<file path="src/rtl/mem_access_unit.sv">
// Memory-stage load/store unit: ALU pass-through, single-port dmem req/ack access, load alignment and extension.
// Optional build macro MISALIGN_TRAP_EN adds the misalign port and traps misaligned half/word accesses.
module mem_access_unit #(
  parameter int unsigned ADDR_W = 32,
  parameter int unsigned DATA_W = 32
) (
  input  logic              clk,
  input  logic              reset,
  input  logic              ex_valid,
  input  logic [ADDR_W-1:0] ALUResult,
  input  logic              MemRead,
  input  logic              MemWrite,
  input  logic [1:0]        MemSize,
  input  logic              MemUnsigned,
  input  logic [DATA_W-1:0] StoreData,
  output logic              ex_ready,
  output logic              stall,
  output logic              dmem_req,
  output logic              dmem_we,
  output logic [ADDR_W-1:0] dmem_addr,
  output logic [DATA_W-1:0] dmem_wdata,
  output logic [3:0]        dmem_be,
  input  logic              dmem_ack,
  input  logic [DATA_W-1:0] dmem_rdata,
  output logic              wb_valid,
  output logic [DATA_W-1:0] wb_data
`ifdef MISALIGN_TRAP_EN
  ,
  output logic              misalign
`endif
);

  localparam logic [1:0] SIZE_BYTE = 2'b00;
  localparam logic [1:0] SIZE_HALF = 2'b01;

  typedef enum logic {
    IDLE = 1'b0,
    WAIT = 1'b1
  } state_e;

  state_e              state_q, state_d;
  logic [1:0]          offset_q, offset_d;
  logic [1:0]          size_q, size_d;
  logic                uns_q, uns_d;
  logic                req_q, req_d;
  logic                we_q, we_d;
  logic [ADDR_W-1:0]   addr_q, addr_d;
  logic [DATA_W-1:0]   wdata_q, wdata_d;
  logic [3:0]          be_q, be_d;
  logic                wb_valid_q, wb_valid_d;
  logic [DATA_W-1:0]   wb_data_q, wb_data_d;
`ifdef MISALIGN_TRAP_EN
  logic                misalign_q, misalign_d;
`endif

  // Byte lanes touched by an access; misaligned halves fall back to their aligned pair.
  function automatic logic [3:0] calc_be(input logic [1:0] size, input logic [1:0] off);
    logic [3:0] be;
    be = 4'b1111;
    case (size)
      SIZE_BYTE: be = 4'b0001 << off;
      SIZE_HALF: be = 4'b0011 << {off[1], 1'b0};
      default:   be = 4'b1111;
    endcase
    return be;
  endfunction

  function automatic logic [DATA_W-1:0] calc_wdata(input logic [1:0] size,
                                                   input logic [DATA_W-1:0] sd);
    logic [DATA_W-1:0] wd;
    wd = sd;
    case (size)
      SIZE_BYTE: wd = {4{sd[7:0]}};
      SIZE_HALF: wd = {2{sd[15:0]}};
      default:   wd = sd;
    endcase
    return wd;
  endfunction

  // Right-justify the addressed lanes of the raw word and extend to full width.
  function automatic logic [DATA_W-1:0] load_align(input logic [1:0] size,
                                                   input logic [1:0] off,
                                                   input logic uns,
                                                   input logic [DATA_W-1:0] raw);
    logic [DATA_W-1:0] sh;
    logic [DATA_W-1:0] res;
    sh  = raw;
    res = raw;
    case (size)
      SIZE_BYTE: begin
        sh  = raw >> {off, 3'b000};
        res = uns ? {24'h0, sh[7:0]} : {{24{sh[7]}}, sh[7:0]};
      end
      SIZE_HALF: begin
        sh  = raw >> {off[1], 4'b0000};
        res = uns ? {16'h0, sh[15:0]} : {{16{sh[15]}}, sh[15:0]};
      end
      default: res = raw;
    endcase
    return res;
  endfunction

`ifdef MISALIGN_TRAP_EN
  function automatic logic is_misaligned(input logic [1:0] size, input logic [1:0] off);
    return ((size == SIZE_HALF) && off[0]) || (size[1] && (off != 2'b00));
  endfunction
`endif

  // Next-state and registered-output computation.
  always_comb begin
    state_d    = state_q;
    offset_d   = offset_q;
    size_d     = size_q;
    uns_d      = uns_q;
    req_d      = req_q;
    we_d       = we_q;
    addr_d     = addr_q;
    wdata_d    = wdata_q;
    be_d       = be_q;
    wb_valid_d = 1'b0;
    wb_data_d  = wb_data_q;
`ifdef MISALIGN_TRAP_EN
    misalign_d = 1'b0;
`endif
    case (state_q)
      IDLE: begin
        if (ex_valid) begin
          if (MemRead || MemWrite) begin
`ifdef MISALIGN_TRAP_EN
            if (is_misaligned(MemSize, ALUResult[1:0])) begin
              misalign_d = 1'b1;
            end else begin
`else
            begin
`endif
              offset_d = ALUResult[1:0];
              size_d   = MemSize;
              uns_d    = MemUnsigned;
              req_d    = 1'b1;
              we_d     = MemWrite;
              addr_d   = {ALUResult[ADDR_W-1:2], 2'b00};
              wdata_d  = calc_wdata(MemSize, StoreData);
              be_d     = calc_be(MemSize, ALUResult[1:0]);
              state_d  = WAIT;
            end
          end else begin
            wb_valid_d = 1'b1;
            wb_data_d  = DATA_W'(ALUResult);
          end
        end
      end
      WAIT: begin
        // Request and payload stay frozen until the memory acknowledges.
        if (dmem_ack) begin
          req_d      = 1'b0;
          wb_valid_d = 1'b1;
          wb_data_d  = we_q ? '0 : load_align(size_q, offset_q, uns_q, dmem_rdata);
          state_d    = IDLE;
        end
      end
      default: state_d = IDLE;
    endcase
  end

  always_ff @(posedge clk or posedge reset) begin
    if (reset) begin
      state_q    <= IDLE;
      offset_q   <= 2'b00;
      size_q     <= 2'b00;
      uns_q      <= 1'b0;
      req_q      <= 1'b0;
      we_q       <= 1'b0;
      addr_q     <= '0;
      wdata_q    <= '0;
      be_q       <= 4'b0000;
      wb_valid_q <= 1'b0;
      wb_data_q  <= '0;
`ifdef MISALIGN_TRAP_EN
      misalign_q <= 1'b0;
`endif
    end else begin
      state_q    <= state_d;
      offset_q   <= offset_d;
      size_q     <= size_d;
      uns_q      <= uns_d;
      req_q      <= req_d;
      we_q       <= we_d;
      addr_q     <= addr_d;
      wdata_q    <= wdata_d;
      be_q       <= be_d;
      wb_valid_q <= wb_valid_d;
      wb_data_q  <= wb_data_d;
`ifdef MISALIGN_TRAP_EN
      misalign_q <= misalign_d;
`endif
    end
  end

  assign ex_ready   = (state_q == IDLE);
  assign stall      = ~ex_ready;
  assign dmem_req   = req_q;
  assign dmem_we    = we_q;
  assign dmem_addr  = addr_q;
  assign dmem_wdata = wdata_q;
  assign dmem_be    = be_q;
  assign wb_valid   = wb_valid_q;
  assign wb_data    = wb_data_q;
`ifdef MISALIGN_TRAP_EN
  assign misalign   = misalign_q;
`endif

endmodule

</file>
<file path="config.mk">
export PLATFORM = sky130hd
export DESIGN_NAME = mem_access_unit
export DESIGN_NICKNAME = d
export VERILOG_FILES = /design/src/rtl/mem_access_unit.sv
export SDC_FILE = /design/constraint.sdc
export NUM_CORES = 1
export LEC_CHECK = 0
export ABC_CLOCK_PERIOD_IN_PS = 7200
export BUFFER_PORTS_ARGS = -buffer_cell sky130_fd_sc_hd__buf_2
export CAP_MARGIN = 20
export CORE_MARGIN = 2
export CORE_UTILIZATION = 45
export CTS_CLUSTER_DIAMETER = 30
export DETAILED_ROUTE_END_ITERATION = 16
export HOLD_SLACK_MARGIN = 0.1
export PLACE_DENSITY_LB_ADDON = 0.15
export REMOVE_ABC_BUFFERS = 1
export SETUP_SLACK_MARGIN = 0.3
export SLEW_MARGIN = 5
export SYNTH_ARGS = -nofsm -noshare
export SYNTH_HDL_FRONTEND = slang
export SYNTH_SLANG_ARGS = --single-unit
</file>
<file path="constraint.sdc">
create_clock -name clk -period 7.2 [get_ports clk]
set_clock_uncertainty 0.1 [all_clocks]
set_input_delay 0.36 -clock clk [delete_from_list [all_inputs] [get_ports clk]]
set_output_delay 0.36 -clock clk [all_outputs]
set_load 0.01 [all_outputs]
</file>
==> flow_summary_export.csv <==
group,metric,value,unit
sta,timing.final.crit_period,2.86,ns
clock_network,cts.path.max_buffers,2,
synth,yosys_warnings,0,
global_route,grt_usage,23.4,%
min_path,hold_path.class,"primary input to register",
place,pre_cts_slack,4.34,ns
drt,avgViaCountPerCell,5.43,
pwr,vdd_drop_max,0.000136,V
clock_network,cts_root_buf,"clkbuf_16",
global_route,grt_overflow,0,
pwr,leakage,3.19,nW
clock_network,cts_made_buffers,9,
synth,synth-seq-area-share,51.4,%
sta,layout_setup_ws,4.34,ns
pwr,p_sw,0.690,mW
pwr,pwr-share-comb,31.2,%
setup_path,worstPathMaxFanout,42,
setup_path,slowest_delay,0.66,ns
setup_path,end_kind,"register",
clock_network,cts_resized,0,
synth,yosysTopAreaCellShare,51.4,%
floorplanning,core,11400,um^2
floorplanning,start_util,45.8,%
clock_network,clock_latency,0.35,ns
pwr,swShare,33.0,%
floorplanning,die_y,112,um
floorplanning,die-area,12400,um^2
sta,final_min_period_over_clock_period,39.7,%
synth,synth_most_common_cell,"dfrtp_1",
cells_and_area,fin_area,6610,um^2
setup_path,worstSetupStartpointType,"register",
global_route,antenna_found_initial,2,
cells_and_area,multi_input_area,2290,um^2
synth,synth_common_cells,"107 x dfrtp_1, 62 x a21oi_1, 51 x nor2_1, 42 x mux2_2, 37 x o21ai_0",
cells_and_area,stdcell_count,839,
cells_and_area,nNetsFinal,796,
pwr,power.internal,1.40,mW
synth,synthFlopType,"dfrtp_1",
sta,finalSetupTns,0,ns
sta,finalHoldViolCount,0,
synth,syn_avg_cell_area,10.3,um^2
cells_and_area,seq_area,2680,um^2
sta,holdWs,0.119,ns
drt,postRouteAntennaNets,0,
clock_network,clock_sinks,107,
run,cap_violations,0,
floorplanning,io_pins,210,
global_route,grt_max_degree,84,
place,dpl.cell_count,821,
floorplanning,placementRows,39,
place,port_buffers,207,
drt,drc_errors,0,
cells_and_area,antennaDiodeCount,0,
floorplanning,die_w,112,um
run_status,status,"complete, no violations",
pwr,totalPowerFinal,2.09,mW
sta,slew_headroom,25.5,%
setup_path,worstPathArrival,2.96,ns
synth,syn_area,5210,um^2
clock_network,cts_hold_buf,1,
place,place_hpwl,10200,um
synth,syn_inst,504,
cells_and_area,final_util,58.2,%
setup_path,path_cells,"nor2b_2 -> a21boi_4 -> inv_2 -> o211ai_2 -> o22ai_1",
place,dpl_cell_area,6250,um^2
synth,yosys.cell_types.count,41,
clock_network,clkTransAtPathRegs,0.07,ns
synth,synth_top_cell_by_area,"dfrtp_1",
drt,wire_per_inst,17.1,um
clock_network,cts_setup_buffers,0,
global_route,grt_pass1_vias,4594,
clock_network,h-tree-depth,3,
drt,dr.first_iter.drc_count,207,
drt,vias,4557,
sta,fmax,0.350,GHz
setup_path,crit_required,7.30,ns
sta,worst-slew-pin-transition,1.11,ns
pwr,p_seq_share,41.4,%
clock_network,cts_tree,"done",
drt,first_pass_iters,4,
cells_and_area,area_delta_synth_final,27.0,%
place,gp_congestion,0.837,
sta,rsz0062_at_grt,"false",
cells_and_area,drive_above_1_share,40.5,%
synth,netlist_top_cells_area,"dfrtp_1 51%, mux2_2 9.1%, mux2i_1 6.2%",
setup_path,crit_slowest_cell,"a21boi_4",
pwr,pwr-share-clk,27.3,%
sta,setup_viol,0,
synth,synth_edf_count,0,
pwr,powerDensity,316,nW/um^2
sta,slew_violations,0,
global_route,grt_pass1_wl,23200,um
synth,ys_seq_elements,107,
synth,async_reset_ff_share,100,%
setup_path,crit_type,"register to register",
drt,drt_wl_total,14300,um
cells_and_area,fillers,1027,
[power by group through the flow]
| stage | logic [mW] | clock network (mW) | registers, mW |
|---|---|---|---|
| 2_1_floorplan | 0.294 | 0 | 0.946 |
| 3_3_place_gp | 0.642 | 0 | 0.868 |
| 3_5_place_dp | 0.656 | 0 | 0.875 |
| 4_1_cts | 0.658 | 0.581 | 0.866 |
| 5_1_grt | 0.716 | 0.600 | 0.889 |
| 6_report | 0.653 | 0.571 | 0.865 |
[path summary, 6_finish.rpt]
kind | cells after the start | end | slack [ns] | start
max reg2reg | 5 | wb_data[20]$_DFFE_PP0P_ | 4.34 | stall$_DFF_PP0_
max in group asynchronous | 4 | dmem_addr[20]$_DFFE_PP0P_ | 5.25 | reset
min reg2reg | 2 | dmem_req$_DFFE_PP0P_ | 0.37 | dmem_req$_DFFE_PP0P_
min in group asynchronous | 3 | dmem_wdata[29]$_DFFE_PP0P_ | 0.46 | reset
max | 5 | wb_data[20]$_DFFE_PP0P_ | 4.34 | stall$_DFF_PP0_
min | 2 | stall$_DFF_PP0_ | 0.12 | dmem_ack
[sequential cells by signal (all words and copies together) (netlist names)]
name / cells
dmem_wdata: 32
size_q: 2
stall: 1
wb_data: 32
wb_valid: 1
uns_q: 1
offset_q: 2
dmem_we: 1
dmem_be: 4
dmem_addr: 30
dmem_req: 1
[layout make-up]
class                   instances  share of cell area [%]
clock buffers                  11                    3.67
inverters                      12                   0.719
well taps                     143                    2.71
multi-input cells             349                    34.6
clock inverters                 5                    1.51
repair buffers                212                    16.3
flip-flops and latches        107                    40.5
[logic make-up after synthesis]
group | synth area share, %
buffers and inverters | 4.88
AO/OA/AOI/OAI | 17.4
other | 0.0720
multiplexers | 15.7
AND/OR/NAND/NOR | 10.5
flip-flops | 51.4
[worst max-delay path: cells and delay by family, from the launching register on]
family	cells	cell delay [ns]
compound gates	3	1.30
flops	1	0.60
buf+inv	1	0.52
simple gates	1	0.16
[placed cells by master, fill, tap and decap left out, drive strengths merged, types with 5 or more instances in the layout]
master | netlist | layout
mux2 | 42 | 42
a21oi | 62 | 62
mux2i | 33 | 33
o211ai | 5 | 5
o21ai | 39 | 39
buf | 20 | 211
a221oi | 9 | 9
nand2b | 11 | 11
o22ai | 22 | 22
clkbuf | 17 | 11
nand2 | 36 | 36
nor2b | 18 | 18
nor2 | 52 | 52
inv | 12 | 12
dfrtp | 107 | 107
[metal layers]
layer	global-route usage (%)	wire length (um)
met4	9.05	300
met1	30.0	5880
met3	5.77	1130
met5	0	13
met2	38.7	7000
Power figures use the tool's default switching activity.
